<file path="src/rtl/fifo_read_ctrl.sv">
// Read-side controller of the dual-clock FIFO: Gray read pointer, registered empty flag and a
// first-word fall-through output register. Optional read-side level counter under FIFO_RD_LEVEL_EN.
module fifo_read_ctrl #(
  parameter int DATA_SIZE = 8,
  parameter int ADDR_SIZE = 4
) (
  input  logic                 rclk,
  input  logic                 rrst,
  input  logic [DATA_SIZE-1:0] rdata,
  output logic [ADDR_SIZE-1:0] raddr,
  input  logic [ADDR_SIZE:0]   rq2_wptr,
  output logic [ADDR_SIZE:0]   rptr,
  output logic                 rempty,
  output logic [DATA_SIZE-1:0] dout,
  output logic                 rvalid,
  input  logic                 rready,
  output logic [ADDR_SIZE:0]   rlevel
);

  typedef enum logic {
    EMPTY_OUT = 1'b0,
    FULL_OUT  = 1'b1
  } out_state_t;

  out_state_t           state_reg;
  logic [ADDR_SIZE:0]   rbin_reg;
  logic [ADDR_SIZE:0]   rbin_next;
  logic [ADDR_SIZE:0]   rgray_next;
  logic                 fetch;

  assign rvalid     = (state_reg == FULL_OUT);
  // A word leaves memory whenever one is available and the output register is free or draining.
  assign fetch      = !rempty && (!rvalid || rready);
  assign rbin_next  = rbin_reg + {{ADDR_SIZE{1'b0}}, fetch};
  assign rgray_next = (rbin_next >> 1) ^ rbin_next;
  assign raddr      = rbin_reg[ADDR_SIZE-1:0];

  always_ff @(posedge rclk) begin
    if (rrst) begin
      rbin_reg  <= '0;
      rptr      <= '0;
      rempty    <= 1'b1;
      dout      <= '0;
      state_reg <= EMPTY_OUT;
    end else begin
      rbin_reg <= rbin_next;
      rptr     <= rgray_next;
      rempty   <= (rgray_next == rq2_wptr);
      case (state_reg)
        EMPTY_OUT: begin
          if (fetch) begin
            dout      <= rdata;
            state_reg <= FULL_OUT;
          end
        end
        FULL_OUT: begin
          if (fetch) begin
            dout <= rdata;
          end else if (rready) begin
            state_reg <= EMPTY_OUT;
          end
        end
        default: state_reg <= EMPTY_OUT;
      endcase
    end
  end

`ifdef FIFO_RD_LEVEL_EN
  logic [ADDR_SIZE:0] wbin_s;
  logic [ADDR_SIZE:0] level_reg;

  // Gray to binary: each binary bit is the XOR of all Gray bits at or above it.
  generate
    for (genvar gi = 0; gi <= ADDR_SIZE; gi++) begin : g_gray2bin
      assign wbin_s[gi] = ^rq2_wptr[ADDR_SIZE:gi];
    end
  endgenerate

  always_ff @(posedge rclk) begin
    if (rrst) begin
      level_reg <= '0;
    end else begin
      level_reg <= wbin_s - rbin_next;
    end
  end

  assign rlevel = level_reg;
`else
  assign rlevel = '0;
`endif

endmodule

</file>
<file path="config.mk">
export PLATFORM = sky130hd
export DESIGN_NAME = fifo_read_ctrl
export DESIGN_NICKNAME = d
export VERILOG_FILES = /design/src/rtl/fifo_read_ctrl.sv
export SDC_FILE = /design/constraint.sdc
export NUM_CORES = 1
export LEC_CHECK = 0
export BUFFER_PORTS_ARGS = -buffer_cell sky130_fd_sc_hd__buf_2
export CAP_MARGIN = 20
export CORE_MARGIN = 4
export CORE_UTILIZATION = 47
export CTS_CLUSTER_DIAMETER = 200
export DETAILED_ROUTE_END_ITERATION = 10
export PLACE_DENSITY = 0.82
export SLEW_MARGIN = 10
export SYNTH_ARGS = -nofsm -noshare
export SYNTH_HDL_FRONTEND = slang
export SYNTH_SLANG_ARGS = --single-unit
export TNS_END_PERCENT = 10
</file>
<file path="constraint.sdc">
create_clock -name rclk -period 5.7 [get_ports rclk]
set_input_delay 1.14 -clock rclk [delete_from_list [all_inputs] [get_ports rclk]]
set_output_delay 1.14 -clock rclk [all_outputs]
set_load 0.02 [all_outputs]
</file>
# Word level (Yosys, flattened, before mapping)
# Index checks and enable logic that the tools add are counted.
[word_totals]
inputBits = 16
out_inout_bits = 24
word_cells = 18
ff_bits = 20
[op_classes]
reduce_logical = 4
mux = 5
n_bitwise = 2
n_eq_ne = 1
add_sub_neg = 1
[ops]
columns = ["op", "count"]
rows = [
  ["two-way mux 8 bit", 1],
  ["adder 5 x 1 -> 5 bit", 1],
  ["== test 5 bit", 1],
  ["XOR 4 x 5 -> 5 bit", 1],
  ["two-way mux 1 bit", 3],
  ["logical NOT 1 bit", 2],
  ["one-hot mux 1 bit (2 select lines)", 1],
  ["logical AND 1 bit", 1],
  ["logical OR 1 bit", 1],
  ["inverter 1 bit", 1],
]

# Longest topological paths before layout
# Gate-level depths: netlist of the first run.
[logic_depth]
ltp_word = 6
depth_mapped = 9
depth_no_buf = 8

# Least setup slack after synthesis of the first run
# Ideal clock, no wire load.
[synth_path]
kind = "input to register"
startpoint = "input port rready"
endpoint = "register rempty"
slack_ns = 2.558
arrival_time_ns = 3.047
stages = 9
required_time_ns = 5.604
path_buffers = 1
path_cell_list = "nand2b_1 nor2b_1 buf_2 ha_1 ha_1 xnor3_2 xnor2_1 or2_1 o41ai_2"
[synth_via]
elab_chain_cells = 5
[synth_rtl]
columns = ["item", "line_no", "source"]
rows = [
  ["start, declared", "16", "input logic rready,"],
  ["logical OR 1 bit", "33", "assign fetch = !rempty && (!rvalid || rready);"],
  ["logical AND 1 bit", "33", ""],
  ["named net fetch", "29", "logic fetch;"],
  ["adder 5 x 1 -> 5 bit", "34", "assign rbin_next = rbin_reg + {{ADDR_SIZE{1'b0}}, fetch};"],
  ["XOR 4 x 5 -> 5 bit", "35", "assign rgray_next = (rbin_next >> 1) ^ rbin_next;"],
  ["== test 5 bit", "48", "rempty <= (rgray_next == rq2_wptr);"],
  ["end signal, assigned", "48", ""],
  ["end, declared", "13", "output logic rempty,"],
]
# The timed path passes the listed nets, and every way through them passes these cells.
# A chain may end at the register's enable or synchronous reset.

# Final worst setup path of the first run
[layout_path]
startpoint = "input port rready"
endpoint = "register rempty"
[layout_via]
elab_chain_cells = 5
[layout_rtl]
columns = ["item", "line_no"]
rows = [
  ["logical OR 1 bit", "33"],
  ["logical AND 1 bit", "33"],
  ["adder 5 x 1 -> 5 bit", "34"],
  ["XOR 4 x 5 -> 5 bit", "35"],
  ["== test 5 bit", "48"],
]
# Every way passes these cells.

==> impl_metrics.csv, run 1 <==
group,metric,value,unit
logic_synthesis,avgSynthCellArea,10.5,um^2
clock_network,post_cts_resized,0,
critical_path,worst-r2r-setup-slack,3.29,ns
clock_network,cts_num_sinks,19,
sta,hold_viol,0,
place,gp_congestion,0.706,
finish,final_layout_size_suffix_gt1_share,36.3,%
logic_synthesis,netlist_top_cells_area,"dfxtp_1 (46%), mux2i_1 (9.7%), xnor2_1 (8.5%)",
sta,finalCritPeriodShare,53.0,%
grt,gr-total-overflow,0,
finish,n_antenna_cell,0,
finish,syn2layout_area_growth,23.1,%
critical_path,r2r_cells,9,
critical_path,crit_type,"primary input to flip-flop",
sta,final_max_slew_viol_count,0,
finish,final_common_cell,"buf_2",
logic_synthesis,yosysTopAreaCellShare,46.3,%
critical_path,rr_startpoint,"rvalid$_SDFF_PP0_",
sta,fin_skew,0.000954,ns
critical_path,worstPathArrival,3.23,ns
detailed_routing,postRouteAntennaNets,0,
detailed_routing,vias,622,
critical_path,r2r_end,"rempty$_SDFF_PP1_",
clock_network,h-tree-depth,1,
logic_synthesis,synth-seq-cells,19,
sta,fmax,0.331,GHz
logic_synthesis,yosysTopAreaCell,"dfxtp_1",
clock_network,cts_tree,"yes",
min_path,hold_start,"rempty$_SDFF_PP1_",
clock_network,clock_latency,0.30,ns
finish,largest_reg_flops,8,
min_path,min_path_cells,1,
critical_path,end_kind,"flip-flop",
detailed_routing,drc,0,
clock_network,numCtsBuffers,3,
outcome,outcome,"finished clean",
logic_synthesis,synth_cells,78,
floorplan,rows,14,
logic_synthesis,synth_cell_types,20,
detailed_routing,drt_wl_total,1.62,mm
sta,setup-tns-final,0,ns
detailed_routing,drt_pre_antenna_iters,2,
pwr,power,279,uW
critical_path,crit_path_start_kind,"primary input",
sta,rsz0062_at_grt,"no",
floorplan,fp.dieW,49.8,um
floorplan,die_y,49.8,um
critical_path,crit_start,"rready",
grt,antenna_found_initial,0,
clock_network,clk_pin_slew,0.10,ns
sta,setup_viol,0,
clock_network,max-clock-path-buffers,2,
floorplan,core_area,1580,um^2
floorplan,dieArea,2480,um^2
detailed_routing,drtIter0Drc,4,
grt,grt_pass1_wl,2.80,mm
logic_synthesis,netlist_area,822,um^2
detailed_routing,viasPerCell,4.82,
critical_path,worstPathMaxFanout,9,
min_path,hp-class,"flip-flop to flip-flop",
logic_synthesis,ys_warn_count,0,
finish,final_cell_mix,"buf_2 (34), dfxtp_1 (19), nor2_1 (15)",
clock_network,cts-hold-fix-buffers,0,
pwr,vdd_drop_max,0.000160,V
grt,grt_max_degree,20,
place,numPortBuffers,34,
pwr,power.leakage,0.535,nW
finish,fillers,139,
clock_network,postCtsSetupBuffers,0,
clock_network,clock-root-buffer,"clkbuf_4",
floorplan,initial_core_util,52.1,%
detailed_routing,routedWlPerCell,12.5,um
finish,final_net_count,132,
sta,fin_crit,3.02,ns
logic_synthesis,ys_seq_area_share,46.3,%
floorplan,ios,40,
pwr,pwr_density_cell,275,nW/um^2
critical_path,required,5.91,ns
min_path,min_to,"rvalid$_SDFF_PP0_",
grt,grt_pass1_vias,645,
grt,grtUsageTotal,14.6,%
run,drv_cap,0,
-- logic make-up (layout without fill, tap and decap cells) --
family          Yosys count  count (layout)  share of synthesized area (%)
compound gates            3               3                           3.50
fa+ha+maj                 2               2                           3.04
mux                       8               8                           9.74
other cells               1               5                          0.456
flops                    19              19                           46.3
buf+inv                   9              40                           6.54
xor+xnor                 14              14                           18.6
simple gates             22              22                           11.9
-- cells in the mapped netlist --
master and number:
buf_2 1, inv_1 1, ha_1 2, xor3_1 1, a21oi_1 1, o41ai_2 1, xnor3_2 1, or2_1 1
xor2_1 4, nor2_1 15, buf_4 5, dfxtp_1 19, a21boi_0 1, nor2b_1 3, mux2i_1 8, nand3_1 2
clkbuf_1 2, conb_1 1, nand2b_1 1, xnor2_1 8
-- cell type report --
cell class,count,area (um^2),area share [%]
Sequential cell,19,380,37.6
Inverter,1,3.75,0.371
Multi-Input combinational cell,54,403,39.8
Timing Repair Buffer,35,178,17.6
Clock buffer,3,22.5,2.22
Clock inverter,1,5.00,0.494
Tap cell,16,20.0,1.98
-- how the worst max path moves through the flow --
stage | endpoint | depth (start not counted)
2_1_floorplan | rempty$_SDFF_PP1_ | 9
3_3_place_gp | rempty$_SDFF_PP1_ | 10
3_5_place_dp | rempty$_SDFF_PP1_ | 10
4_1_cts | rempty$_SDFF_PP1_ | 10
5_1_grt | rempty$_SDFF_PP1_ | 10
6_report | rempty$_SDFF_PP1_ | 10
-- worst max-delay path: stages --
cell	delay (ns)
buf_2	0.07
nand2b_1	0.10
nor2b_1	0.13
buf_4	0.20
ha_1	0.21
ha_1	0.26
xnor3_2	0.48
xnor2_1	0.15
or2_1	0.24
o41ai_2	0.26
-- through the flow --
| stage | instance area [um^2] | utilization [%] | hold slack [ns] | std cells | setup WS (ns) |
|---|---|---|---|---|---|
| after floorplan | 837 | - | 0.528 | 82 | 2.56 |
| after global placement | 985 | 62.5 | 0.447 | 125 | 2.46 |
| after detailed placement | 985 | 62.5 | 0.454 | 125 | 2.35 |
| after CTS | 1010 | 64.2 | 0.468 | 129 | 2.66 |
| after global routing | 1010 | 64.2 | 0.489 | 129 | 2.52 |
| final | 1010 | 64.2 | 0.466 | 129 | 2.68 |
-- power breakdown --
part | switching [mW] | leakage [nW] | internal, mW
Sequential | 0.00422 | 0.156 | 0.142
Combinational | 0.0374 | 0.361 | 0.0278
Clock | 0.0412 | 0.0177 | 0.0262
-- routing by layer --
metal / part of all wire (%) / GRT usage, % / wire length (um)
met5: 0 / 0 / 0
met4: 2.4 / 10.1 / 38
met3: 5.4 / 3.61 / 88
met2: 56 / 26.7 / 908
met1: 36 / 14.0 / 580
No activity file was read; power rests on OpenSTA's default activity.
==> run 2: changes to the inputs <==
--- a/config.mk
+++ b/config.mk
@@ -8,10 +8,10 @@
 export BUFFER_PORTS_ARGS = -buffer_cell sky130_fd_sc_hd__buf_2
 export CAP_MARGIN = 20
 export CORE_MARGIN = 4
-export CORE_UTILIZATION = 47
+export CORE_UTILIZATION = 39
 export CTS_CLUSTER_DIAMETER = 200
 export DETAILED_ROUTE_END_ITERATION = 10
-export PLACE_DENSITY = 0.82
+export PLACE_DENSITY = 0.73
 export SLEW_MARGIN = 10
 export SYNTH_ARGS = -nofsm -noshare
 export SYNTH_HDL_FRONTEND = slang
==> constraint.sdc (replaced) <==
create_clock -name rclk -period 2.68 [get_ports rclk]
set_input_delay 0.536 -clock rclk [delete_from_list [all_inputs] [get_ports rclk]]
set_output_delay 0.536 -clock rclk [all_outputs]
set_load 0.02 [all_outputs]
==> impl_metrics.csv, run 2 (synthesized netlist as in run 1, its figures left out) <==
group,metric,value,unit
outcome,outcome,"finished clean",
sta,finalCritPeriodShare,85.1,%
clock_network,clock-root-buffer,"clkbuf_4",
grt,gr-total-overflow,0,
critical_path,critical-path-max-stage-delay,0.47,ns
sta,hold_viol,0,
critical_path,required,2.88,ns
clock_network,h-tree-depth,1,
detailed_routing,postRouteAntennaNets,0,
detailed_routing,drtIter0Drc,6,
pwr,vdd_drop_max,0.000283,V
critical_path,crit_path_start_kind,"primary input",
place,post-place-ws,0.0895,ns
grt,grt_pass1_wl,2.45,mm
finish,final_layout_size_suffix_gt1_share,36.3,%
detailed_routing,drt_pre_antenna_iters,4,
sta,fmax,0.438,GHz
min_path,hp-class,"primary input to flip-flop",
finish,stdcell_area,1030,um^2
place,dp.cells,136,
finish,n_antenna_cell,0,
floorplan,rows,16,
grt,antenna_found_initial,0,
grt,grt_pass1_vias,557,
critical_path,r2r_end,"rempty$_SDFF_PP1_",
sta,fin_skew,0.00265,ns
clock_network,cts_num_sinks,19,
floorplan,die_y,53.9,um
critical_path,crit_start,"rready",
critical_path,crit_path_end,"rempty$_SDFF_PP1_",
grt,grtUsageTotal,12.0,%
clock_network,max-clock-path-buffers,2,
detailed_routing,viasPerCell,4.38,
detailed_routing,vias,613,
critical_path,end_kind,"flip-flop",
clock_network,clk_pin_slew,0.11,ns
finish,final_common_cell,"buf_2",
sta,rsz0062_at_grt,"no",
detailed_routing,routedWlPerCell,11.7,um
critical_path,path_depth,9,
grt,grt_max_degree,20,
sta,fin_crit,2.28,ns
floorplan,core_area,1980,um^2
floorplan,fp.dieW,53.9,um
clock_network,postCtsSetupBuffers,0,
place,dpl_cell_area,998,um^2
detailed_routing,drc,0,
clock_network,cts_tree,"yes",
sta,setup_slack,0.399,ns
place,gp_congestion,0.740,
pwr,pwr_density_cell,580,nW/um^2
sta,setup-tns-final,0,ns
floorplan,dieArea,2910,um^2
critical_path,r2r_cells,8,
finish,stdcell_count,140,
pwr,power.leakage,0.535,nW
critical_path,worstPathArrival,2.48,ns
critical_path,slowest_stage,"xnor3_2",
critical_path,path_delay_family,"XOR/XNOR gates",
place,numPortBuffers,34,
finish,syn2layout_area_growth,24.8,%
critical_path,worstPathMaxFanout,4,
finish,post-route-util,51.8,%
clock_network,post_cts_resized,0,
sta,setup_viol,0,
finish,largest_reg_flops,8,
clock_network,numCtsBuffers,3,
critical_path,crit_path_cell_trace,"buf_2, nand2b_1, nor2b_1, ha_1, ha_1, xnor3_2, xnor2_1, or2_1, o41ai_2",
min_path,min_path_cells,3,
floorplan,ios,40,
floorplan,initial_core_util,41.5,%
clock_network,clock_latency,0.29,ns
critical_path,critPathBufInv,1,
run,drv_cap,0,
sta,final_max_slew_viol_count,0,
finish,final_net_count,132,
finish,final_cell_mix,"buf_2 (34), dfxtp_1 (19), nor2_1 (15)",
critical_path,worst-r2r-setup-slack,0.42,ns
detailed_routing,drt_wl_total,1.63,mm
critical_path,cp_common_cell,"ha_1",
critical_path,rr_startpoint,"rvalid$_SDFF_PP0_",
critical_path,crit_type,"primary input to flip-flop",
place,place_hpwl,1.23,mm
clock_network,cts-hold-fix-buffers,0,
-- run 2: power by group --
part	switching [mW]	internal (mW)	total, mW
combinational	0.0789	0.0592	0.138
sequential	0.00946	0.302	0.312
clock	0.0901	0.0555	0.146
total	0.178	0.417	0.595
-- run 2: layout make-up --
class                      count  area (um^2)
clock buffer                   3         22.5
multi-input combinational     54          403
clock inverter                 1         5.00
sequential                    19          380
tap                           27         33.8
timing repair buffer          35          178
fill                         202          956
inverter                       1         3.75
-- run 2: worst min-delay path by stage --
stage                            startpoint                   end  slack [ns]
after floorplan           rempty$_SDFF_PP1_     rvalid$_SDFF_PP0_        0.53
after global placement    rempty$_SDFF_PP1_     rvalid$_SDFF_PP0_        0.46
after detailed placement  rempty$_SDFF_PP1_     rvalid$_SDFF_PP0_        0.47
after CTS                          rdata[0]  dout[0]$_SDFFE_PP0P_        0.47
after global routing               rdata[0]  dout[0]$_SDFFE_PP0P_        0.47
final                              rdata[3]  dout[3]$_SDFFE_PP0P_        0.47
-- run 2: through the flow --
step | hold slack [ns] | power (mW)
after floorplan | 0.528 | 0.420
after global placement | 0.460 | 0.454
after detailed placement | 0.467 | 0.455
after CTS | 0.469 | 0.600
after global routing | 0.469 | 0.625
final | 0.468 | 0.595
-- run 2: worst min-delay path, cell delays in order --
cell and delay (ns):
buf_2 0.07, mux2i_1 0.05, nor2_1 0.07
-- run 2: metal layers --
metal | global-route usage (%) | wire length (um) | vias to the layer above
li1 | - | - | 310
met1 | 15.3 | 721 | 277
met2 | 17.3 | 716 | 24
met3 | 4.99 | 180 | 2
met4 | 5.53 | 13 | 0
met5 | 0 | 0 | -
==> run 3: changes to the inputs <==
--- a/config.mk
+++ b/config.mk
@@ -7,7 +7,6 @@
 export LEC_CHECK = 0
 export BUFFER_PORTS_ARGS = -buffer_cell sky130_fd_sc_hd__buf_2
 export CAP_MARGIN = 20
-export CORE_MARGIN = 4
 export CORE_UTILIZATION = 39
 export CTS_CLUSTER_DIAMETER = 200
 export DETAILED_ROUTE_END_ITERATION = 10
==> impl_metrics.csv, run 3 (synthesized netlist as in run 1, its figures left out) <==
group,metric,value,unit
outcome,outcome,"finished clean",
critical_path,crit_type,"primary input to flip-flop",
clock_network,cts_tree,"yes",
place,numPortBuffers,34,
detailed_routing,postRouteAntennaNets,0,
critical_path,required,2.88,ns
floorplan,die_y,47.9,um
sta,rsz0062_at_grt,"no",
sta,hold_viol,0,
sta,setup_viol,0,
run,drv_cap,0,
sta,hold_ws,0.460,ns
clock_network,cts_num_sinks,19,
detailed_routing,vias,606,
finish,final_common_cell,"buf_2",
critical_path,slowest_stage,"xnor3_2",
pwr,vdd_drop_max,0.000264,V
floorplan,initial_core_util,41.9,%
min_path,hp-class,"flip-flop to flip-flop",
clock_network,numCtsBuffers,3,
detailed_routing,drt_pre_antenna_iters,2,
critical_path,worstPathMaxFanout,4,
grt,antenna_found_initial,0,
sta,setup-tns-final,0,ns
floorplan,fp.dieW,47.9,um
grt,grt_pass1_vias,470,
finish,final_layout_size_suffix_gt1_share,36.3,%
finish,final_cell_mix,"buf_2 (34), dfxtp_1 (19), nor2_1 (15)",
sta,fin_crit,2.30,ns
detailed_routing,drt_wl_total,1.37,mm
critical_path,cp_common_cell,"ha_1",
sta,finalCritPeriodShare,85.9,%
place,gp_congestion,0.673,
floorplan,dieArea,2300,um^2
sta,fin_skew,0.00453,ns
grt,grtUsageTotal,12.3,%
clock_network,cts-hold-fix-buffers,0,
detailed_routing,routedWlPerCell,9.80,um
floorplan,rows,16,
clock_network,clk_pin_slew,0.11,ns
grt,gr-total-overflow,0,
detailed_routing,drtIter0Drc,4,
finish,n_antenna_cell,0,
finish,final_net_count,132,
critical_path,crit_path_start_kind,"primary input",
finish,syn2layout_area_growth,24.8,%
clock_network,clock_latency,0.29,ns
floorplan,ios,40,
sta,final_max_slew_viol_count,0,
pwr,pwr_density_cell,573,nW/um^2
grt,grt_max_degree,20,
pwr,power.leakage,0.535,nW
clock_network,postCtsSetupBuffers,0,
detailed_routing,drc,0,
finish,largest_reg_flops,8,
detailed_routing,viasPerCell,4.33,
critical_path,critical-path-max-stage-delay,0.46,ns
clock_network,max-clock-path-buffers,2,
critical_path,end_kind,"flip-flop",
clock_network,clock-root-buffer,"clkbuf_4",
sta,fmax,0.434,GHz
clock_network,h-tree-depth,1,
clock_network,post_cts_resized,0,
grt,grt_pass1_wl,1.97,mm
floorplan,core_area,1960,um^2
critical_path,worstPathArrival,2.50,ns
place,place_hpwl,1.07,mm
critical_path,crit_path_cell_trace,"buf_2, nand2b_1, nor2b_1, ha_1, ha_1, xnor3_2, xnor2_1, or2_1, o41ai_2",
==> run 3: cell counts in the layout (fill, tap and decap cells not counted) <==
No cell type changed its count.
==> run 3: worst max-delay path: cells and delay by family <==
| kind | cells | cell delay [ns] |
|---|---|---|
| AO/OA/AOI/OAI | 1 | 0.27 |
| AND/OR/NAND/NOR | 3 | 0.54 |
| XOR/XNOR | 2 | 0.60 |
| buffers and inverters | 1 | 0.07 |
| adder cells (fa/ha/maj) | 2 | 0.47 |
==> run 3: metrics by stage <==
step	worst slack (ns)	cells	utilization (%)	total power, mW	area (um^2)
floorplan	0.142	82	-	0.420	837
global placement	0.174	136	50.9	0.453	998
detailed placement	0.0813	136	50.9	0.456	998
CTS	0.372	140	52.3	0.596	1030
global route	0.228	140	52.3	0.627	1030
finish	0.378	140	52.3	0.588	1030
==> run 3: per-layer routing <==
| metal | vias up | GRT usage (%) | share of wire (%) |
|---|---|---|---|
| met4 | 0 | 5.00 | 1.2 |
| li1 | 310 | - | - |
| met5 | - | 0 | 0 |
| met3 | 2 | 2.26 | 5.0 |
| met2 | 20 | 17.8 | 48 |
| met1 | 274 | 17.8 | 46 |
==> run 3: layout make-up <==
class | count | area [um^2]
Clock inverter | 1 | 5.00
Tap cell | 27 | 33.8
Clock buffer | 3 | 22.5
Timing Repair Buffer | 35 | 178
Inverter | 1 | 3.75
Multi-Input combinational cell | 54 | 403
Sequential cell | 19 | 380
Fill cell | 210 | 936
==> run 3: report_power, final <==
part	leakage (nW)	total (mW)	switching, mW	internal, mW
clock network	0.0177	0.140	0.0850	0.0553
registers	0.156	0.311	0.00932	0.302
logic	0.361	0.136	0.0772	0.0591
==> run 3: final timing paths <==
check             cells past startpoint                end         startpoint  slack, ns
setup / recovery                      9  rempty$_SDFF_PP1_             rready       0.38
hold reg to reg                       1  rvalid$_SDFF_PP0_  rempty$_SDFF_PP1_       0.46
hold / removal                        1  rvalid$_SDFF_PP0_  rempty$_SDFF_PP1_       0.46
setup reg to reg                      8  rempty$_SDFF_PP1_  rvalid$_SDFF_PP0_       0.40
